### config.mk
export PLATFORM = sky130hd
export DESIGN_NAME = seven_seg_scan_ctrl
export DESIGN_NICKNAME = d
export VERILOG_FILES = /design/src/rtl/seg_pkg.sv /design/src/rtl/scan_tick_gen.sv /design/src/rtl/seven_seg_scan_ctrl.sv
export SDC_FILE = /design/constraint.sdc
export NUM_CORES = 1
export LEC_CHECK = 0
export BUFFER_PORTS_ARGS = -buffer_cell sky130_fd_sc_hd__clkbuf_2
export CAP_MARGIN = 10
export CORE_ASPECT_RATIO = 1.25
export CORE_MARGIN = 2
export CORE_UTILIZATION = 45
export CTS_BUF_LIST = sky130_fd_sc_hd__clkbuf_16
export CTS_CLUSTER_DIAMETER = 60
export DETAILED_ROUTE_END_ITERATION = 10
export SYNTH_ARGS = -nofsm -noshare
export SYNTH_HDL_FRONTEND = slang
export SYNTH_HIERARCHICAL = 1
export SYNTH_SLANG_ARGS = --single-unit
### constraint.sdc
create_clock -name clk -period 2.2 [get_ports clk]
set_input_delay 0.11 -clock clk [delete_from_list [all_inputs] [get_ports clk]]
set_output_delay 0.11 -clock clk [all_outputs]
set_load 0.1 [all_outputs]
### src/rtl/seg_pkg.sv
// Shared types for the seven-segment scan controller: digit width, digit index
// and the scan FSM state encoding.
package seg_pkg;

    localparam int NUM_DIGITS = 8;

    typedef logic [3:0] digit_t;
    typedef logic [2:0] digit_idx_t;

    typedef enum logic [1:0] {
        OFF,
        GUARD,
        DRIVE
    } scan_state_t;

endpackage

### src/rtl/scan_tick_gen.sv
// Slot counter for the scan controller: counts through one digit slot and
// strobes when the blanking guard ends and when the whole slot ends.
module scan_tick_gen #(
    parameter int REFRESH_DIV = 100000,
    parameter int GUARD_CYC   = 16
) (
    input  logic clk,
    input  logic rst,
    input  logic run,
    output logic guard_done,
    output logic slot_done
);

    localparam int CNT_W = $clog2(REFRESH_DIV);
    localparam logic [CNT_W-1:0] GUARD_LAST = CNT_W'(GUARD_CYC - 1);
    localparam logic [CNT_W-1:0] SLOT_LAST  = CNT_W'(REFRESH_DIV - 1);

    logic [CNT_W-1:0] cnt;

    assign guard_done = run && (cnt == GUARD_LAST);
    assign slot_done  = run && (cnt == SLOT_LAST);

    // Held at zero while idle so a restart always begins with a full guard.
    always_ff @(posedge clk) begin
        if (rst || !run) begin
            cnt <= '0;
        end else if (slot_done) begin
            cnt <= '0;
        end else begin
            cnt <= cnt + 1'b1;
        end
    end

endmodule

### src/rtl/seven_seg_scan_ctrl.sv
// Multiplexed 8-digit seven-segment scan controller: digit registers, a
// blank-guarded scan FSM and active-low anode drive for an external decoder.
module seven_seg_scan_ctrl
    import seg_pkg::*;
#(
    parameter int REFRESH_DIV = 100000,
    parameter int GUARD_CYC   = 16
) (
    input  logic       clk,
    input  logic       rst,
    input  logic       en,
    input  logic       wr_en,
    input  logic [2:0] wr_addr,
    input  logic [3:0] wr_data,
    input  logic [7:0] blank_mask,
    output logic [2:0] sel,
    output logic [3:0] num,
    output logic [7:0] an_n,
    output logic       frame_tick
);

    scan_state_t state;
    scan_state_t next_state;
    digit_t      digit_reg [NUM_DIGITS];
    digit_idx_t  sel_next;
    logic        guard_done;
    logic        slot_done;
    logic        run;

    assign run = en && (state != OFF);

    scan_tick_gen #(
        .REFRESH_DIV(REFRESH_DIV),
        .GUARD_CYC  (GUARD_CYC)
    ) u_tick (
        .clk       (clk),
        .rst       (rst),
        .run       (run),
        .guard_done(guard_done),
        .slot_done (slot_done)
    );

    always_ff @(posedge clk) begin
        if (rst) begin
            state <= OFF;
        end else begin
            state <= next_state;
        end
    end

    always_comb begin
        next_state = state;
        case (state)
            OFF:     if (en) next_state = GUARD;
            GUARD:   if (guard_done) next_state = DRIVE;
            DRIVE:   if (slot_done) next_state = GUARD;
            default: next_state = OFF;
        endcase
        if (!en) begin
            next_state = OFF;
        end
    end

    assign sel_next = sel + 3'd1;

    // frame_tick is registered alongside sel so it lines up with the first sel=0 cycle.
    always_ff @(posedge clk) begin
        if (rst || !en) begin
            sel        <= '0;
            frame_tick <= 1'b0;
        end else if (state == DRIVE && slot_done) begin
            sel        <= sel_next;
            frame_tick <= (sel == 3'd7);
        end else begin
            frame_tick <= 1'b0;
        end
    end

    always_ff @(posedge clk) begin
        if (rst) begin
            for (int i = 0; i < NUM_DIGITS; i++) begin
                digit_reg[i] <= '0;
            end
        end else if (wr_en) begin
            digit_reg[wr_addr] <= wr_data;
        end
    end

    assign num = digit_reg[sel];

    always_comb begin
        an_n = 8'hFF;
        if (state == DRIVE && !blank_mask[sel]) begin
            an_n = ~(8'b1 << sel);
        end
    end

endmodule

==> impl_results.md <==
- Status: complete, no violations
- Switching share of power: 0.209
- Syn_nets: 278
- WL final: 5510 um
- Most used DFF post-synth: edfxtp_1
- P per Cell Area: 753 mW/mm^2
- Worst-path clk slew: 0.05 ns
- Drt drc: 0
- Post-synth top area share: 0.324
- Fill count: 592
- H-tree level count: 3
- Reg-to-Reg End: sel[2]$_SDFFE_PP0P_
- Skew-Pair Late Insertion Delay: 0.32 ns
- P_sw: 0.553 mW
- Non-filler cells, final: 384
- F_max: 472 MHz
- First-pass GRT wire length: 9400 um
- Gate Count Post-Synth: 252
- Final core occ: 0.543
- FFs w/ async S/R, synth: 0
- GRT Residual Overflow: 0
- Routed WL per cell: 14.4 um
- Number of flip-flops in the largest register: 32
- Setup-failing EPs final: 0
- Hold depth: 2
- Root Driver: clkbuf_16
- Critical path endpoint category: primary output
- CTS tree: done
- Tmin final: 2.12 ns
- Number of diodes: 0
- Floorplan core area: 0.00648 mm^2
- Worst Path Max Fanout: 8
- Setup Skew: 0.00432 ns
- Clk pwr share: 0.494
- Combinational share of power: 0.053
- EDFF count, synth: 32
- Vias in the first global route: 1950
- Maxcap violations: 0
- Unique masters post-synth: 43
- Slew HR: 0.641
- R2R setup slack: 0.23 ns
- Total Nets Final: 318
- Std cell rows: 33
- I/O pin cnt: 35
- Mean Syn Cell Area: 11.8 um^2
- Leakage: 1.26 nW
- Die span in x: 76.6 um
- Hold Path Sink: frame_tick$_SDFF_PP0_
- Worst Path Required: 2.09 ns
- RSZ-0062 raised after global routing: no
- Initial antenna violation count: 0
- Via count: 1926
- Gr usage total: 0.169
- Fin crit share: 0.963
- CTS buffer count: 9
- Worst R2R Path Depth: 7
- Startpoint Class: register
- R2R Path Start: state[0]$_SDFFE_PP0P_
- Inst Count DP: 368
- Largest net degree at the start of global routing: 18
- Die height: 94.7 um
- Vias per cell: 5.02
- GPL Wtd Cong: 0.747
- Post-layout instance area: 0.00352 mm^2
- # port buffers: 34
- Number of iterations in the first detailed-routing pass: 4
- Critical path type: register to primary output
- Max Slew Vio Count: 0
- CTS max path bufs: 2
- Syn. warnings: 6
- Yosys top cell by area: edfxtp_1
- Worst-margin pin slew: 0.540 ns
- CTS sink cnt: 58
- Area delta synth->final: 18.9%
- HP Class: input pin to register
- Hold Violations, Final: 0
- Layout cells sized above 1: 0.290
- P_int: 2.10 mW
- Arr. time, crit path: 2.01 ns
- Worst slack at placement: 0.122 ns
- DP HPWL: 4190 um
- Register bit total from synthesis: 58
- Worst Hold Launch: en
- Top post-synthesis cells by area: edfxtp_1 32%, dfxtp_1 18%, and2_1 7.2%, mux4_1 7.1%, nor2_1 3.9%
- Placed inst area: 0.00322 mm^2
- Starting density of the core: 0.457
- Die area: 0.00725 mm^2
- PnR worst setup slack: 0.0819 ns
- Post-route ant nets: 0
- Initial DRC count: 68
- Post-CTS setup buffer count: 0
- Seq/Total Area, Yosys: 0.500
- Sequential power share: 0.453
- VDD IR max: 0.536 mV
- Cell Area, Synth: 0.00296 mm^2
[what timing repair did]
action,in CTS,in global routing
resized for setup,4,7
hold buffers,0,0
endpoints found under the setup margin,4,9
[power by group through the flow]
stage | registers (mW) | logic (mW) | clock network (mW)
floorplan | 1.21 | 0.0966 | 0
global placement | 1.22 | 0.138 | 0
detailed placement | 1.22 | 0.139 | 0
CTS | 1.20 | 0.142 | 1.34
global route | 1.20 | 0.151 | 1.40
finish | 1.20 | 0.140 | 1.31
[cell usage after synthesis (2+ instances only)]
cell type	instances
nor3_1	6
or2_2	9
nor4_1	4
a21oi_1	2
nor2b_1	2
inv_1	6
edfxtp_1	32
mux4_2	2
and2_1	34
clkbuf_1	4
nor2_1	31
xnor2_1	12
or4_1	2
xor2_1	3
nand4_1	8
nand2_1	12
buf_6	3
nand2b_1	4
ha_1	7
nand3b_1	2
nor3b_2	2
mux4_1	8
nand3_1	6
mux2_2	7
dfxtp_1	26
[logic make-up (layout without fill, tap and decap cells)]
logic type               Yosys count  after routing  synth area share
buffers and inverters             15             60            0.0274
multiplexers                      19             19             0.121
AND/OR/NAND/NOR                  130            130             0.251
AO/OA/AOI/OAI                      8              8            0.0262
flip-flops                        58             58             0.500
XOR/XNOR                          15             15            0.0443
adder cells (fa/ha/maj)            7              7            0.0296
[critical path: stages (launching register included)]
cell and delay [ns]:
dfxtp_1 0.54, mux4_1 0.60, mux2_2 0.27, clkbuf_4 0.28
[per-stage QoR]
step | setup TNS, ns | total power, mW | hold slack [ns]
6_report | 0 | 2.65 | 0.130
4_1_cts | 0 | 2.68 | 0.129
2_1_floorplan | -0.467 | 1.30 | 0.295
3_3_place_gp | 0 | 1.36 | 0.434
5_1_grt | 0 | 2.75 | 0.125
3_5_place_dp | 0 | 1.36 | 0.437
[cells in the final DEF, fill, tap and decap left out, types with 3 or more instances in the layout]
master / count
nand2_1: 12
xnor2_1: 12
clkinv_2: 4
edfxtp_1: 32
nand4_1: 8
clkbuf_2: 25
buf_4: 4
and2_1: 34
buf_2: 5
nand3_1: 6
dfxtp_1: 23
inv_1: 7
nor2_1: 31
nor4_1: 4
or2_2: 9
nor3_1: 5
nand2b_1: 4
xor2_1: 3
mux2_2: 7
mux4_1: 8
ha_1: 7
clkbuf_4: 4
clkbuf_16: 9
[cell type report]
cell class / instances / area [um^2] / area share
Timing Repair Buffer: 38 / 210 / 0.0597
Clock buffer: 9 / 225 / 0.0639
Sequential cell: 58 / 1490 / 0.422
Inverter: 6 / 22.5 / 0.00639
Multi-Input combinational cell: 179 / 1410 / 0.399
Clock inverter: 7 / 61.3 / 0.0174
Tap cell: 87 / 109 / 0.0309
[worst max path at each step]
| stage | start | slack, ns | to | cells past startpoint |
|---|---|---|---|---|
| floorplan | sel[0]$_SDFFE_PP0P_ | -0.23 | an_n[3] | 4 |
| global placement | state[0]$_SDFFE_PP0P_ | 0.24 | sel[2]$_SDFFE_PP0P_ | 7 |
| detailed placement | state[0]$_SDFFE_PP0P_ | 0.12 | sel[2]$_SDFFE_PP0P_ | 7 |
| CTS | register | 0.06 | num[0] | 3 |
| global route | state[0]$_SDFFE_PP0P_ | 0.003 | sel[2]$_SDFFE_PP0P_ | 7 |
| finish | register | 0.08 | num[0] | 3 |
[metal layers]
metal / GRT usage / wire, um / vias up
met4: 0.0818 / 116 / 0
met1: 0.196 / 2470 / 909
met3: 0.0382 / 138 / 9
li1: - / - / 984
met2: 0.297 / 2780 / 24
met5: 0 / 0 / -
(Power assumes the default switching activity.)
